[config.mk]
export PLATFORM = sky130hd
export DESIGN_NAME = ddr_cmd_arbiter
export DESIGN_NICKNAME = d
export VERILOG_FILES = /design/src/rtl/ddr_pkg.sv /design/src/rtl/rr_pick.sv /design/src/rtl/ddr_cmd_arbiter.sv
export SDC_FILE = /design/constraint.sdc
export NUM_CORES = 1
export LEC_CHECK = 0
export ABC_CLOCK_PERIOD_IN_PS = 3900
export CORE_MARGIN = 5
export CORE_UTILIZATION = 42
export CTS_BUF_LIST = sky130_fd_sc_hd__clkbuf_16
export DETAILED_ROUTE_END_ITERATION = 10
export PLACE_DENSITY_LB_ADDON = 0.2
export SKIP_LAST_GASP = 1
export SLEW_MARGIN = 20
export SYNTH_ARGS = -nofsm -noshare
export SYNTH_HDL_FRONTEND = slang
export SYNTH_SLANG_ARGS = --single-unit
export TNS_END_PERCENT = 30
[constraint.sdc]
create_clock -name clk -period 3.9 [get_ports clk]
set_input_delay 0.78 -clock clk [delete_from_list [all_inputs] [get_ports clk]]
set_output_delay 0.78 -clock clk [all_outputs]
set_load 0.005 [all_outputs]
[src/rtl/ddr_pkg.sv]
// Shared DDR command encodings and command-arbiter state encoding.
// Used by the command FSM, the arbiter and the requester ports.
package ddr_pkg;

   localparam logic [3:0] CMD_RD     = 4'd1;
   localparam logic [3:0] CMD_WR     = 4'd2;
   localparam logic [3:0] CMD_RD_AP  = 4'd3;
   localparam logic [3:0] CMD_WR_AP  = 4'd4;
   localparam logic [3:0] CMD_PWRDWN = 4'd5;
   localparam logic [3:0] CMD_LMR    = 4'd6;
   localparam logic [3:0] CMD_SREF   = 4'd7;

   typedef enum logic [1:0] {
      StIdle,
      StIssue,
      StAckWait,
      StDoneWait
   } arb_state_e;

   function automatic logic cmd_legal(input logic [3:0] c);
      return (c >= CMD_RD) && (c <= CMD_SREF);
   endfunction

endpackage

[src/rtl/rr_pick.sv]
// Round-robin picker: first request at or after ptr+1 (wrapping) wins; the
// pointer moves to the winner only when the caller consumes the grant.
module rr_pick #(
   parameter int unsigned NUM_REQ = 3
) (
   input  logic                       clk,
   input  logic                       rst,
   input  logic [NUM_REQ-1:0]         req,
   input  logic                       advance,
   output logic [NUM_REQ-1:0]         grant,
   output logic [$clog2(NUM_REQ)-1:0] idx,
   output logic                       any
);

   localparam int unsigned IW = $clog2(NUM_REQ);

   logic [IW-1:0] ptr_q;

   always_comb begin
      int j;
      grant = '0;
      idx   = '0;
      any   = 1'b0;
      j     = 0;
      for (int k = 0; k < int'(NUM_REQ); k++) begin
         j = int'(ptr_q) + 1 + k;
         if (j >= int'(NUM_REQ)) j = j - int'(NUM_REQ);
         if (!any && req[j]) begin
            any      = 1'b1;
            idx      = IW'(j);
            grant[j] = 1'b1;
         end
      end
   end

   // Reset to the last slot so requester 0 is first in line.
   always_ff @(posedge clk or posedge rst) begin
      if (rst) begin
         ptr_q <= IW'(NUM_REQ - 1);
      end else if (advance && any) begin
         ptr_q <= idx;
      end
   end

endmodule

[src/rtl/ddr_cmd_arbiter.sv]
// Shares the DDR command FSM between NUM_REQ requesters, one command in flight.
// Optional macro REQ0_PRIORITY_EN gives requester 0 absolute priority.
module ddr_cmd_arbiter
   import ddr_pkg::*;
#(
   parameter int unsigned NUM_REQ     = 3,
   parameter int unsigned ADDR_W      = 24,
   parameter int unsigned ACK_TIMEOUT = 4
) (
   input  logic                        clk,
   input  logic                        rst,
   input  logic                        init_done,
   input  logic                        busy,
   input  logic [NUM_REQ-1:0]          req_valid,
   input  logic [4*NUM_REQ-1:0]        req_cmd,
   input  logic [ADDR_W*NUM_REQ-1:0]   req_addr,
   output logic [NUM_REQ-1:0]          req_ready,
   output logic [NUM_REQ-1:0]          req_done,
   output logic [NUM_REQ-1:0]          req_err,
   output logic [3:0]                  cmd,
   output logic                        cmd_valid,
   output logic [ADDR_W-1:0]           addr,
   output logic [$clog2(NUM_REQ)-1:0]  owner,
   output logic                        owner_valid
);

   localparam int unsigned IW = $clog2(NUM_REQ);
   localparam int unsigned TW = $clog2(ACK_TIMEOUT) + 1;

   logic [NUM_REQ-1:0] pick_req, pick_grant, win_grant, owner_oh;
   logic [IW-1:0]      pick_idx, win_idx;
   logic               pick_any, win_any, pick_adv, grant_ok, latch;
   logic [3:0]         sel_cmd;
   logic [ADDR_W-1:0]  sel_addr;

   arb_state_e         state_q, state_d;
   logic [TW-1:0]      timer_q, timer_d;
   logic [3:0]         cmd_q;
   logic [ADDR_W-1:0]  addr_q;
   logic [IW-1:0]      owner_q;
   logic               owner_valid_q, owner_valid_d;

   rr_pick #(
      .NUM_REQ (NUM_REQ)
   ) u_rr_pick (
      .clk     (clk),
      .rst     (rst),
      .req     (pick_req),
      .advance (pick_adv),
      .grant   (pick_grant),
      .idx     (pick_idx),
      .any     (pick_any)
   );

   always_comb begin
`ifdef REQ0_PRIORITY_EN
      // Requester 0 bypasses the rotation and leaves the pointer alone.
      pick_req = {req_valid[NUM_REQ-1:1], 1'b0};
      if (req_valid[0]) begin
         win_any   = 1'b1;
         win_idx   = '0;
         win_grant = NUM_REQ'(1);
      end else begin
         win_any   = pick_any;
         win_idx   = pick_idx;
         win_grant = pick_grant;
      end
      grant_ok = (state_q == StIdle) && init_done && !busy && win_any;
      pick_adv = grant_ok && !req_valid[0];
`else
      pick_req  = req_valid;
      win_any   = pick_any;
      win_idx   = pick_idx;
      win_grant = pick_grant;
      grant_ok  = (state_q == StIdle) && init_done && !busy && win_any;
      pick_adv  = grant_ok;
`endif
   end

   always_comb begin
      sel_cmd  = '0;
      sel_addr = '0;
      for (int i = 0; i < int'(NUM_REQ); i++) begin
         if (win_idx == IW'(i)) begin
            sel_cmd  = req_cmd[4*i +: 4];
            sel_addr = req_addr[ADDR_W*i +: ADDR_W];
         end
      end
   end

   assign owner_oh = NUM_REQ'(1) << owner_q;

   always_comb begin
      state_d       = state_q;
      timer_d       = timer_q;
      owner_valid_d = owner_valid_q;
      latch         = 1'b0;
      req_ready     = '0;
      req_done      = '0;
      req_err       = '0;
      cmd_valid     = 1'b0;
      if (state_q != StIdle && !init_done) begin
         // Losing init mid-command: the command is void, report it and drop it.
         req_err       = owner_oh;
         owner_valid_d = 1'b0;
         state_d       = StIdle;
      end else begin
         unique case (state_q)
            StIdle: begin
               if (grant_ok) begin
                  req_ready = win_grant;
                  if (cmd_legal(sel_cmd)) begin
                     latch         = 1'b1;
                     owner_valid_d = 1'b1;
                     state_d       = StIssue;
                  end else begin
                     req_err = win_grant;
                  end
               end
            end
            StIssue: begin
               cmd_valid = 1'b1;
               timer_d   = '0;
               state_d   = StAckWait;
            end
            StAckWait: begin
               if (busy) begin
                  state_d = StDoneWait;
               end else begin
                  timer_d = timer_q + 1'b1;
                  if (timer_d == TW'(ACK_TIMEOUT - 1)) state_d = StIssue;
               end
            end
            StDoneWait: begin
               if (!busy) begin
                  req_done      = owner_oh;
                  owner_valid_d = 1'b0;
                  state_d       = StIdle;
               end
            end
            default: state_d = StIdle;
         endcase
      end
   end

   always_ff @(posedge clk or posedge rst) begin
      if (rst) begin
         state_q       <= StIdle;
         timer_q       <= '0;
         cmd_q         <= '0;
         addr_q        <= '0;
         owner_q       <= '0;
         owner_valid_q <= 1'b0;
      end else begin
         state_q       <= state_d;
         timer_q       <= timer_d;
         owner_valid_q <= owner_valid_d;
         if (latch) begin
            cmd_q   <= sel_cmd;
            addr_q  <= sel_addr;
            owner_q <= win_idx;
         end
      end
   end

   assign cmd         = cmd_q;
   assign addr        = addr_q;
   assign owner       = owner_q;
   assign owner_valid = owner_valid_q;

endmodule
After elaboration in Yosys (flattened, before gate mapping)
Cells that the tools add are included.

word-level totals
  word-level logic and storage cells = 126
  bits of input ports = 91
  register bits after elaboration = 38
  output and inout port bits = 41

operators by class
  shifts and indexed selects = 1
  bitwise logic cells = 3
  add/sub/neg operators = 7
  $lt $le $gt $ge = 11
  multiplexer cells = 63
  reductions and logical operators = 23
  equal/unequal tests = 11

operators by type and width
  cell                   count
  $ge 32x1->1 const B    3
  $lt 32x4->1 const B    3
  $mux 32                3
  $mux 24                3
  $ge 32x3->1 const B    2
  $sub 32x3->32 const B  2
  $mux 3                 14
  $add 32x2->32 const B  1
  $add 32x3->32 const B  1
  $mux 1                 22
  $mux 2                 9
  $mux 4                 3
  $logic_and 1x1->1      11
  $pmux 2 s4             1
  $reduce_and 4->1       2
  $bmux 1 s2             3
  $demux 1 s2            3
  $eq 2x2->1 const B     3
  $ne 3x1->1 const B     2
  $or 3x3->3             2
  $pmux 3 s2             1
  $eq 2x1->1 const B     2
  $ge 4x1->1 const B     1
  $le 4x3->1 const B     1
  other kinds (16)       21

Logic depth before layout (Yosys ltp)
Gate-level depths: netlist of run 1.

  depth in word-level cells = 23
  mapped depth = 12
  gate-level depth less buffers = 9

Cells and area by module
From an unflattened synthesis of run 1, not the netlist that was laid out.

unflattened totals
  cell total of the unflattened synthesis = 307
  area total of the unflattened synthesis = 2663.8 µm²

by module, submodules not included
  module           instances  area each (µm²)  cells each  sequential area each (µm²)
  ddr_cmd_arbiter  1          2209.6           251         900.9
  rr_pick          1          454.2            56          51.3

Worst setup path before layout of run 1
OpenSTA, ideal clock, no wires.

  path kind = reg2out
  start point = reg u_rr_pick.ptr_q[1]
  end point = out req_err[1]
  cell stages (with the launch flop) = 11
  path slack = 0.312 ns
  path buffers = 3
  data required time = 3.120 ns
  arrival = 2.808 ns
  cell sequence = dfstp_2 -> inv_1 -> ha_1 -> buf_4 -> nand4_1 -> and2_1 -> buf_2 -> o221a_1 -> o32ai_4 -> clkbuf_1 -> o2bb2ai_1

on the way
  longest elaborated chain between the ends = 23
  elaborated cells on any way between the ends = 65
  classes of those cells = add/sub (6); order compare (11); eq/ne (2); mux (34); bitwise (2); reduce/logical (10)

RTL lines
  element                                                 RTL line                text
  start: declaration                                      rr_pick.sv:17           logic [IW-1:0] ptr_q;
  start signal: assignment                                rr_pick.sv:39           ptr_q <= IW'(NUM_REQ - 1);
  start signal: assignment                                rr_pick.sv:41           ptr_q <= idx;
  $add 2x1->3 (*)                                         rr_pick.sv:26           j = int'(ptr_q) + 1 + k;
  branches (longest 19 deep; another with $add 32x2->32)  n/a
  $mux 3 (*)                                              ddr_cmd_arbiter.sv:110  if (grant_ok) begin
  $mux 3 (*)                                              ddr_cmd_arbiter.sv:108  unique case (state_q)
  $mux 3 (*)                                              ddr_cmd_arbiter.sv:102  if (state_q != StIdle && !init_done) begin
  end: declaration                                        ddr_cmd_arbiter.sv:19   output logic [NUM_REQ-1:0] req_err,

Mark *: on every way between the ends. The select of a mux whose other input is x is not followed.

Worst setup path after layout of run 1
  start point = reg u_rr_pick.ptr_q[1]
  end point = out req_err[2]

The elaborated chain is that of the path after synthesis.

==> results of run 1 <==
[cells in the final DEF, fill, tap and decap left out, types with 6 or more instances in the layout]
master           instances
a21oi_1                  7
a22oi_1                  9
buf_4                   27
clkdlybuf4s50_1        127
dfrtp_1                 37
ha_1                    10
inv_1                   11
mux2_4                  19
mux2i_1                 15
nand2_1                 37
nand2b_1                 6
nor2_1                   9
nor3_1                   8
o21ai_0                 16
o22ai_1                  6
[power by group through the flow]
stage | Combinational, uW | Clock (uW) | Sequential, uW
2_1_floorplan | 1300 | 0 | 688
3_3_place_gp | 2120 | 0 | 686
3_5_place_dp | 2170 | 0 | 690
4_1_cts | 2250 | 449 | 691
5_1_grt | 2500 | 467 | 712
6_report | 2290 | 441 | 690
[metal layers]
metal	track usage (%)	vias up
met5	0	-
met4	4.774	0
met3	7.355	14
met2	36.34	116
met1	23.54	1316
li1	-	1347
[cells in the mapped netlist, types with 5 or more instances]
cell	n
a21oi_1	8
a22oi_1	9
clkbuf_1	9
dfrtp_1	37
ha_1	13
inv_1	11
mux2_1	5
mux2_4	19
mux2i_1	15
nand2_1	37
nand2b_1	6
nor2_1	10
nor3_1	8
o21ai_0	16
o21ai_1	5
o22ai_1	6
o41ai_1	5
[worst max-delay path, stage by stage, from the launching register on]
cell             delay, ns
dfstp_2               0.54
inv_1                 0.08
ha_4                  0.34
nand3b_1              0.13
or3_1                 0.33
o32a_1                0.30
o221a_1               0.16
o32ai_4               0.36
o2bb2ai_1             0.15
clkdlybuf4s50_1       0.51
[metrics by stage]
step / total power (uW) / instances / area [um2] / hold slack (ns)
after floorplan: 1986 / 284 / 2796 / 0.4599
after global placement: 2802 / 502 / 4329 / 0.4680
after detailed placement: 2859 / 502 / 4329 / 0.4808
after CTS: 3395 / 509 / 4539 / 0.4975
after global routing: 3683 / 511 / 4571 / 0.5244
final: 3421 / 511 / 4571 / 0.4935
[final cells by class]
type                       count  area [um2]  share of cell area, %
sequential                    38       952.2                  20.83
timing repair buffer         159        1536                  33.62
clock buffer                   5       125.1                  2.737
inverter                      11       41.29                 0.9034
multi-input combinational    219        1785                  39.06
clock inverter                 2       33.78                 0.7391
tap                           77       96.34                  2.108
[sequential cells by signal, summed over array words and instances, names as in the netlist]
| register | cells |
|---|---|
| addr | 24 |
| cmd | 4 |
| timer_q | 3 |
| owner | 2 |
| state_q | 2 |
| u_rr_pick.ptr_q | 2 |
| owner_valid | 1 |
[kinds of logic after synthesis]
logic type	Yosys count	synth area share [%]
AOI/OAI and AO/OA	78	22.15
adders and majority gates	13	5.817
buffers and inverters	27	4.429
DFF	38	34.05
muxes	39	17.58
and+or+nand+nor	89	15.97
[what timing repair did]
action	4_1_cts	5_1_grt
setup buffers	0	2
gates resized for setup	14	4
cloned	0	0
hold buffers	0	0
endpoints found under the setup margin	6	5
pin swaps	1	5
[path summary, 6_finish.rpt]
kind	cells past startpoint	slack [ns]	end	startpoint
setup / recovery	9	-0.06	req_err[2]	u_rr_pick.ptr_q[1]
hold / removal	2	0.49	addr[14]	addr[14]
setup reg to reg	11	0.68	addr[21]	u_rr_pick.ptr_q[1]
hold reg to reg	2	0.49	addr[14]	addr[14]
max in group asynchronous	3	2.22	u_rr_pick.ptr_q[1]	rst
min in group asynchronous	2	0.89	addr[4]	rst
==> out/metrics.cfg, run 1 <==
[routing]
met2_length_mm=4.329
drt-pass1-iter-count=4
post_drt_via_cell_ratio=5.466
routed.top_layer=met4
wl_met1_mm=3.422
wl_met3_um=830
via_count=2793
wl_per_cell_um=17.00
drc_errors=0
drtAntennaViolNets=0
routed_wl_mm=8.688
drt_iter0_markers=73

[logic_synthesis]
synth_top_area_share_pct=33.11
syn_inst=284
yosys.area.top_type=dfrtp_1
postSynth.asyncResetShare_pct=100.0
yosys_most_used_dff=dfrtp_1
yosysSeqAreaShare_pct=34.05
ys_seq_elements=38
synth.avg_cell_area_um2=9.847
synth_area_um2=2796
synth_cell_types=53
yosysWarnings=0
synth_edf_count=0
syn-num-nets=388
netlist_top_cells_area=dfrtp_1 33%, mux2_4 10%, ha_1 5.8%, mux2i_1 5.4%, nand2_1 5.0%

[cts]
root_buffer=clkbuf_16
worstSkewPairLatency_ns=0.27
cts_made_buffers=5
tritoncts=done
htree_levels=2
clkTransAtPathRegs_ns=0.05
cts.path.max_buffers=2
cts.sinks=38

[placed_design]
port_buffers=131
place_ws_ns=-0.1815
gp_routability_congestion=0.8401
place_hpwl_mm=6.842

[power_and_ir_drop]
power.leakage_uw=0.001931
power.density_nw_per_um2=748.5
switching_share_pct=39.46
ir_worst_vdd_v=0.0003668
p_seq_share_pct=20.2
pwr-share-clk_pct=12.9
p_int_uw=2071
p_comb_share_pct=67.0
switchingPower_uw=1350

[hold_path]
hold_path.class=flop to flop

[worst_setup_path]
crit_path_end_kind=output port
critPathLaunchType=flop
crit_fanout=9
cp.required_ns=3.12
worst-setup-path-type=flop to output port
arrival_ns=3.18

[finish]
nets=538
n_fill_cell=481
antenna_cells=0
syn2layout_area_growth_pct=63.45
final_util_pct=71.17
drive_gt1_share_pct=16.82

[timing]
timing.slew.headroom_pct=56.67
fin_ws_ns=-0.05758
tightest_slew_ns=0.6492
grt_setup_unrepaired=yes
clock.fmax_ghz=0.2527
setup_violations=2
final-max-slew-violation-count=0
hold_violations=0
fin_skew_ns=0.003283
period_minus_slack_ns=3.958
tns_ns=-0.09965
finalCritPeriodShare_pct=101.5

[floorplan]
die_x_um=91.60
ioPinCount=132
die_y_um=91.60
placementRows=29
die_area_um2=8390
coreArea_um2=6422
initial_core_util_pct=43.54

[global_routing]
grt_usage_pct=20.51
grt_pass1_wl_mm=14.01
grt_pass1_vias=2854
grt_max_degree=33
antenna_found_initial=0
grt_overflow=0

[job]
maxCapViolCount=0

[outcome]
violations=negative setup slack
status=finished with violations

(Power assumes the default switching activity.)
==> run 2: changes to the inputs <==
SETUP_SLACK_MARGIN = 0.2   (was unset)
==> run 2 against run 1 <==
  * The run now ends clean
  * Register-to-register slack worse by 0.18 ns
  * Sequential power hardly changed
  * Routed wire length is 4.8% higher
  * Maximum frequency is 5.2% higher
  * Clock-buffer cell count stayed put
  * Power is 7.4% higher
  * Critical endpoint is now req_ready[2]
==> out/metrics.cfg, run 2 (synthesis results as in run 1) <==
[outcome]
status=finished clean

[cts]
cts_made_buffers=5
htree_levels=2
cts.path.max_buffers=2
root_buffer=clkbuf_16
worstSkewPairLatency_ns=0.27
cts_hold_buf=0
clkTransAtPathRegs_ns=0.05
tritoncts=done
cts.sinks=38

[timing]
grt_setup_unrepaired=yes
tns_ns=0
fin_skew_ns=0.003934
hold_violations=0
final-max-slew-violation-count=0
tightest_slew_ns=0.6419
timing.slew.headroom_pct=57.16
clock.fmax_ghz=0.2658
finalCritPeriodShare_pct=96.47
period_minus_slack_ns=3.762
setup_violations=0

[finish]
mostFrequentLayoutCell=clkdlybuf4s50_1
drive_gt1_share_pct=20.76
syn2layout_area_growth_pct=68.99
nets=552
regArea_um2=952.2
multi_input_area_um2=1833
final_util_pct=73.58
finalInstanceArea_um2=4726
antenna_cells=0
n_fill_cell=450
final_cell_mix=124 x clkdlybuf4s50_1, 39 x buf_4, 37 x nand2_1, 37 x dfrtp_1, 19 x mux2_4
largest_reg_flops=24

[routing]
post_drt_via_cell_ratio=5.450
wl_per_cell_um=17.34
via_count=2861
drc_errors=0
drt_iter0_markers=95
drt-pass1-iter-count=4
routed_wl_mm=9.106
drtAntennaViolNets=0

[floorplan]
coreArea_um2=6422
die_y_um=91.60
die_area_um2=8390
die_x_um=91.60
initial_core_util_pct=43.54
ioPinCount=132
placementRows=29

[worst_setup_path]
cp.required_ns=3.12
crit_fanout=6
crit_path_end_kind=output port
critPathLaunchType=flop
worst-setup-path-type=flop to output port
arrival_ns=2.98

[power_and_ir_drop]
power.density_nw_per_um2=777.7
ir_worst_vdd_v=0.0003702
power.leakage_uw=0.002017

[global_routing]
grt_usage_pct=21.12
antenna_found_initial=0
grt_pass1_vias=2937
grt_overflow=0
grt_pass1_wl_mm=14.41
grt_max_degree=33

[placed_design]
placed_cell_area_um2=4329
place_hpwl_mm=6.842
port_buffers=131
gp_routability_congestion=0.8401

[hold_path]
hold_path.class=flop to flop

[job]
maxCapViolCount=0

run 2: metal layers:
metal  vias to the layer above  wire length [um]  GRT usage (%)
li1                       1372                 -              -
met1                      1355              3645          24.00
met2                       118              4518          37.67
met3                        16               821          7.355
met4                         0               121          5.276
met5                         -                 0              0
run 2: final timing paths:
check,start,end,slack (ns),cells after the start
setup / recovery,u_rr_pick.ptr_q[1],req_ready[2],0.14,11
min in group asynchronous,rst,addr[4],0.89,2
setup reg to reg,u_rr_pick.ptr_q[1],addr[21],0.50,14
max in group asynchronous,rst,u_rr_pick.ptr_q[1],2.22,3
hold / removal,addr[14],addr[14],0.49,2
hold reg to reg,addr[14],addr[14],0.49,2
run 2: cell type report:
| cell class | instances | share of cell area (%) |
|---|---|---|
| clock buffers | 5 | 2.648 |
| clock inverters | 2 | 0.7149 |
| inverters | 11 | 0.8737 |
| multi-input cells | 219 | 38.79 |
| flip-flops and latches | 38 | 20.15 |
| well taps | 77 | 2.039 |
| repair buffers | 173 | 34.79 |
run 2: power by group:
part	switching (uW)	internal, uW	total [uW]
Combinational	1180	1360	2540
Sequential	118	573	691
Clock	146	295	441
run 2: worst max-delay path, stage by stage, from the launching register on:
cell and delay, ns:
dfstp_2 0.53, inv_1 0.07, ha_4 0.25, buf_4 0.16, buf_4 0.14, buf_4 0.14
mux2i_1 0.13, o21ai_2 0.20, nor3b_4 0.26, nand2_1 0.09, a21oi_1 0.21, clkdlybuf4s50_1 0.54
run 2: timing repair:
item / in CTS / in global routing
setup endpoints to repair: 6 / 6
pin swaps: 11 / 8
buffers inserted: 10 / 6
gates resized for setup: 25 / 12
run 2: metrics by stage:
step	total power [uW]	hold slack, ns	worst slack, ns	cells
3_5_place_dp	2859	0.4808	-0.1815	502
4_1_cts	3538	0.4975	0.01140	519
3_3_place_gp	2802	0.4680	-0.1019	502
6_report	3675	0.4935	0.1376	525
2_1_floorplan	1986	0.4599	0.3120	284
5_1_grt	3931	0.5244	0.02391	525
==> RTL edit 1, RTL diff (config.mk and constraints of run 1) <==
Reset style: synchronous (`rst`), changed in 2 clocked blocks.
--- a/src/rtl/rr_pick.sv
+++ b/src/rtl/rr_pick.sv
@@ -36,3 +36,3 @@
    // Reset to the last slot so requester 0 is first in line.
-   always_ff @(posedge clk or posedge rst) begin
+   always_ff @(posedge clk) begin
       if (rst) begin
--- a/src/rtl/ddr_cmd_arbiter.sv
+++ b/src/rtl/ddr_cmd_arbiter.sv
@@ -145,3 +145,3 @@
 
-   always_ff @(posedge clk or posedge rst) begin
+   always_ff @(posedge clk) begin
       if (rst) begin
Formal check against the unedited RTL: differs if rst is asserted again (counterexample within 4 cycles, from zero or initial values and one cycle with rst high); with rst held inactive, the same outputs for 4 cycles.
==> RTL edit 1 against run 1 <==
The run still ends with negative setup slack left. Clock power rose by 2%. Synthesized cell count rose by 30%. Power fell by 38%. Routed wire length rose by 16%. Register-to-register slack got worse by 0.14 ns. Setup slack improved by 0.057 ns. Critical path depth rose by 2. Final area rose by 1.2%. Core utilization rose by 1.7 points. Sequential cell count did not move. Area after synthesis fell by 1.8%. Non-clock buffer count rose by 19.
==> RTL edit 1: results (changes against run 1) <==
The run finished, with violations left. Violations in the final reports: negative setup slack (unchanged). The met2 track demand over resource in global routing was 43.4% (was 36.3%); the pin slew with the least headroom to its limit was 0.641 ns (was 0.649 ns). Met2 wire length: 5.19 mm (was 4.33 mm).

The async set-reset flop share out of synthesis is 0% (was 100%). The global-route wire length before repair came out at 16.5 mm (was 14.0 mm). Leading post-synthesis cells by instance count: sky130_fd_sc_hd__nor2_1, sky130_fd_sc_hd__nand2_1, sky130_fd_sc_hd__dfxtp_1 (was sky130_fd_sc_hd__dfrtp_1, sky130_fd_sc_hd__nand2_1, sky130_fd_sc_hd__mux2_4). For the net load switching power, the log shows 793 uW (was 1.35 mW).

The routed via count was 3,384 (was 2,793); the static leakage was 1.81 nW (was 1.93 nW). The number of vias per cell after detailed routing is 5.62 (was 5.47). Critical path's slowest cell: sky130_fd_sc_hd__a222oi_1 (was sky130_fd_sc_hd__dfstp_2). For the number of global-route vias before repair, the log shows 3,453 (was 2,854). The logs give 587 (was 502) for the cell total after placement and 628 (was 538) for the number of nets at the end of the flow. The area of all sequential standard cells came out at 763 um^2 (was 952 um^2). The DRC violation total after the first TritonRoute iteration came out at 152 (was 73). The tools report the critical path endpoint as req_err[0] (was req_err[2]).

The count of cells along the worst register-to-register path was 13 (was 11). The run gives 39 (was 33) as the maximum number of pins on one net before global-route repair. The logs give 0.462 ns (was 0.494 ns) for the minimum hold slack and 0.54 ns (was 0.68 ns) for the reg-to-reg setup timing slack. The count of different cell masters after synthesis is 58 (was 53). Worst setup slack after placement: -0.474 ns (was -0.182 ns). The run gives 473 (was 388) as the number of nets in the synthesized netlist.

The run gives -0.000376 ns (was -0.0576 ns) as the setup slack of the critical path after layout. Top area cells in the synthesized netlist: sky130_fd_sc_hd__dfxtp_1, sky130_fd_sc_hd__a311oi_1, sky130_fd_sc_hd__nor2_1, sky130_fd_sc_hd__nand2_1, sky130_fd_sc_hd__ha_1 (was sky130_fd_sc_hd__dfrtp_1, sky130_fd_sc_hd__mux2_4, sky130_fd_sc_hd__ha_1, sky130_fd_sc_hd__mux2i_1, sky130_fd_sc_hd__nand2_1). The tools report the met1 track utilization from global routing as 27.3% (was 23.5%). The total routing usage reported by global routing is 23.9% (was 20.5%), and the setup violation total in the final timing report is 1 (was 2).
RTL edit 1: power by group through the flow:
stage	Combinational, mW	Sequential, mW	Clock [mW]
final	1.18	0.482	0.450
after global routing	1.28	0.490	0.479
after CTS	1.16	0.481	0.454
after detailed placement	1.08	0.489	0
after global placement	1.06	0.487	0
after floorplan	0.572	0.490	0
RTL edit 1: repair_timing:
| item | in CTS | in global routing |
|---|---|---|
| cloned | 0 | 0 |
| gates resized for setup | 17 | 9 |
| setup buffers | 7 | 1 |
| pin swaps | 6 | 5 |
| setup endpoints to repair | 6 | 6 |
RTL edit 1: final cells by class:
cell class,count,area share [%]
inverters,15,1.22
clock inverters,2,0.731
flip-flops and latches,38,16.5
clock buffers,5,2.71
multi-input cells,287,40.5
well taps,77,2.08
repair buffers,178,36.2
RTL edit 1: cells by family after synthesis:
logic type,synth area share (%)
buffers and inverters,6.83
and+or+nand+nor,25.2
adders and majority gates,5.47
AOI/OAI and AO/OA,32.4
DFF,27.7
xor gates and xnor gates,0.319
muxes,2.05
==> RTL edit 2, RTL diff (flow settings as in run 1) <==
Made on the original files. Build with the macro `REQ0_PRIORITY_EN` defined.
--- a/src/rtl/ddr_cmd_arbiter.sv
+++ b/src/rtl/ddr_cmd_arbiter.sv
@@ -2,2 +2,4 @@
 // Optional macro REQ0_PRIORITY_EN gives requester 0 absolute priority.
+`define REQ0_PRIORITY_EN
+
 module ddr_cmd_arbiter
Behaviour: not the same (a bounded check fails within 4 cycles, from zero or initial values and one cycle with rst high).
==> RTL edit 2 against run 1 <==
Final area shrank 0.88%. Routed wire length up 0.32%. The run still ends with negative setup slack left. Power is 12% lower. Core utilization is 0.59 points higher. Setup slack improved by 0.042 ns. First-iteration DRC count increased by 11%. Sequential cell count unchanged. Sequential power is essentially flat. Area after synthesis fell by 2.6%. Combinational power decreased by 22%.
==> RTL edit 2: results (changes against run 1) <==
The filler-free cell count of the finished design came out at 510 (was 511). The tools report the critical hold path startpoint as timer_q[2] (was addr[14]). The critical path endpoint is req_err[1] (was req_err[2]). Routed wirelength normalized by instance count: 17.1 um (was 17.0 um).

The logs give 0.371 mV (was 0.367 mV) for the worst-case vdd ir drop and 387 (was 388) for the number of nets in the synthesized netlist. The share of final-layout standard cells stronger than drive strength 1 is 19.2% (was 16.8%), and the number of global-route vias before repair is 2,963 (was 2,854). For the setup violation total in the final timing report, the log shows 2 (unchanged). The tools report the static leakage as 1.93 nW (about the same).

The post-detailed-placement half-perimeter wirelength was 6.68 mm (was 6.84 mm); the total number of multi-input combinational cells was 216 (was 219). The family of cells with the greatest summed delay on the critical path is buffers and inverters (was compound AO/OA/AOI/OAI gates). For the sequential fraction of the synthesis area, the log shows 34.9% (was 34.0%). Leading post-synthesis cells by instance count: sky130_fd_sc_hd__nand2_1, sky130_fd_sc_hd__dfrtp_1, sky130_fd_sc_hd__o21ai_0 (was sky130_fd_sc_hd__dfrtp_1, sky130_fd_sc_hd__nand2_1, sky130_fd_sc_hd__mux2_4). The count of mapped cells out of synthesis is 283 (was 284), and the count of different cell masters after synthesis is 46 (was 53). The fraction of the mapped netlist area in adder cells is 5.97% (was 5.82%), and the arrival time of the worst setup path is 3.14 ns (was 3.18 ns). The buffer share of cell area came out at 34.1% (was 33.6%). The combined area of the multi-input logic cells is 0.00170 mm^2 (was 0.00179 mm^2), and the total routing usage reported by global routing is 21.1% (was 20.5%). The run finished, with violations left. The setup slack of the critical path after layout came out at -0.0161 ns (was -0.0576 ns).

Violations in the final reports: negative setup slack (unchanged). Maximum number of pins on one net before global-route repair: 39 (was 33). Terminus of the critical flop-to-flop path: addr[8] (was addr[21]). The global-route wire length before repair was 14.2 mm (was 14.0 mm); the complex-gate fraction of the synthesized area was 21.8% (was 22.1%). The routed via count was 2,780 (was 2,793).

The tools report the headroom to the max-slew limit as 67.0% (was 56.7%). The number of nets at the end of the flow was 536 (was 538); the DRC violation total after the first TritonRoute iteration was 81 (was 73).
-- RTL edit 2: report_power, final --
group,internal [mW],total (mW),leakage (nW),switching (mW)
Combinational,1.00,1.79,1.36,0.792
Clock,0.368,0.532,0.0940,0.164
Sequential,0.571,0.690,0.474,0.119
Total,1.94,3.01,1.93,1.08
-- RTL edit 2: layer usage --
layer / track usage [%] / part of all wire (%) / vias up
met5: 0 / 0 / -
met4: 8.06 / 3.1 / 0
met3: 6.00 / 6.1 / 20
met2: 37.9 / 52 / 93
met1: 23.4 / 39 / 1336
li1: - / - / 1331
-- RTL edit 2: logic make-up (layout without fill, tap and decap cells) --
logic type | count (synthesis) | after routing
flops | 38 | 38
compound gates | 88 | 88
buf+inv | 29 | 179
simple gates | 82 | 82
fa+ha+maj | 13 | 13
mux | 33 | 33
-- RTL edit 2: worst min-delay path by stage --
stage | endpoint | slack (ns)
CTS | timer_q[2] | 0.51
finish | timer_q[2] | 0.51
global route | addr[15] | 0.52
detailed placement | addr[2] | 0.49
global placement | cmd[3] | 0.49
floorplan | timer_q[2] | 0.46
-- RTL edit 2: metrics by stage --
step / worst slack (ns) / utilization [%] / setup TNS, ns / instance area, um^2 / hold WS [ns]
after floorplan: 0.676 / - / 0 / 2730 / 0.460
after global placement: -0.171 / 68.0 / -0.779 / 4290 / 0.486
after detailed placement: -0.274 / 68.0 / -1.19 / 4290 / 0.492
after CTS: -0.0434 / 71.4 / -0.142 / 4510 / 0.507
after global routing: -0.187 / 71.8 / -0.881 / 4530 / 0.524
final: -0.0161 / 71.8 / -0.0262 / 4530 / 0.511
-- RTL edit 2: timing repair --
item	CTS	global route
endpoints found under the hold margin	0	0
gates resized for setup	7	5
pin swaps	1	0
hold buffers	0	0
setup endpoints to repair	6	6
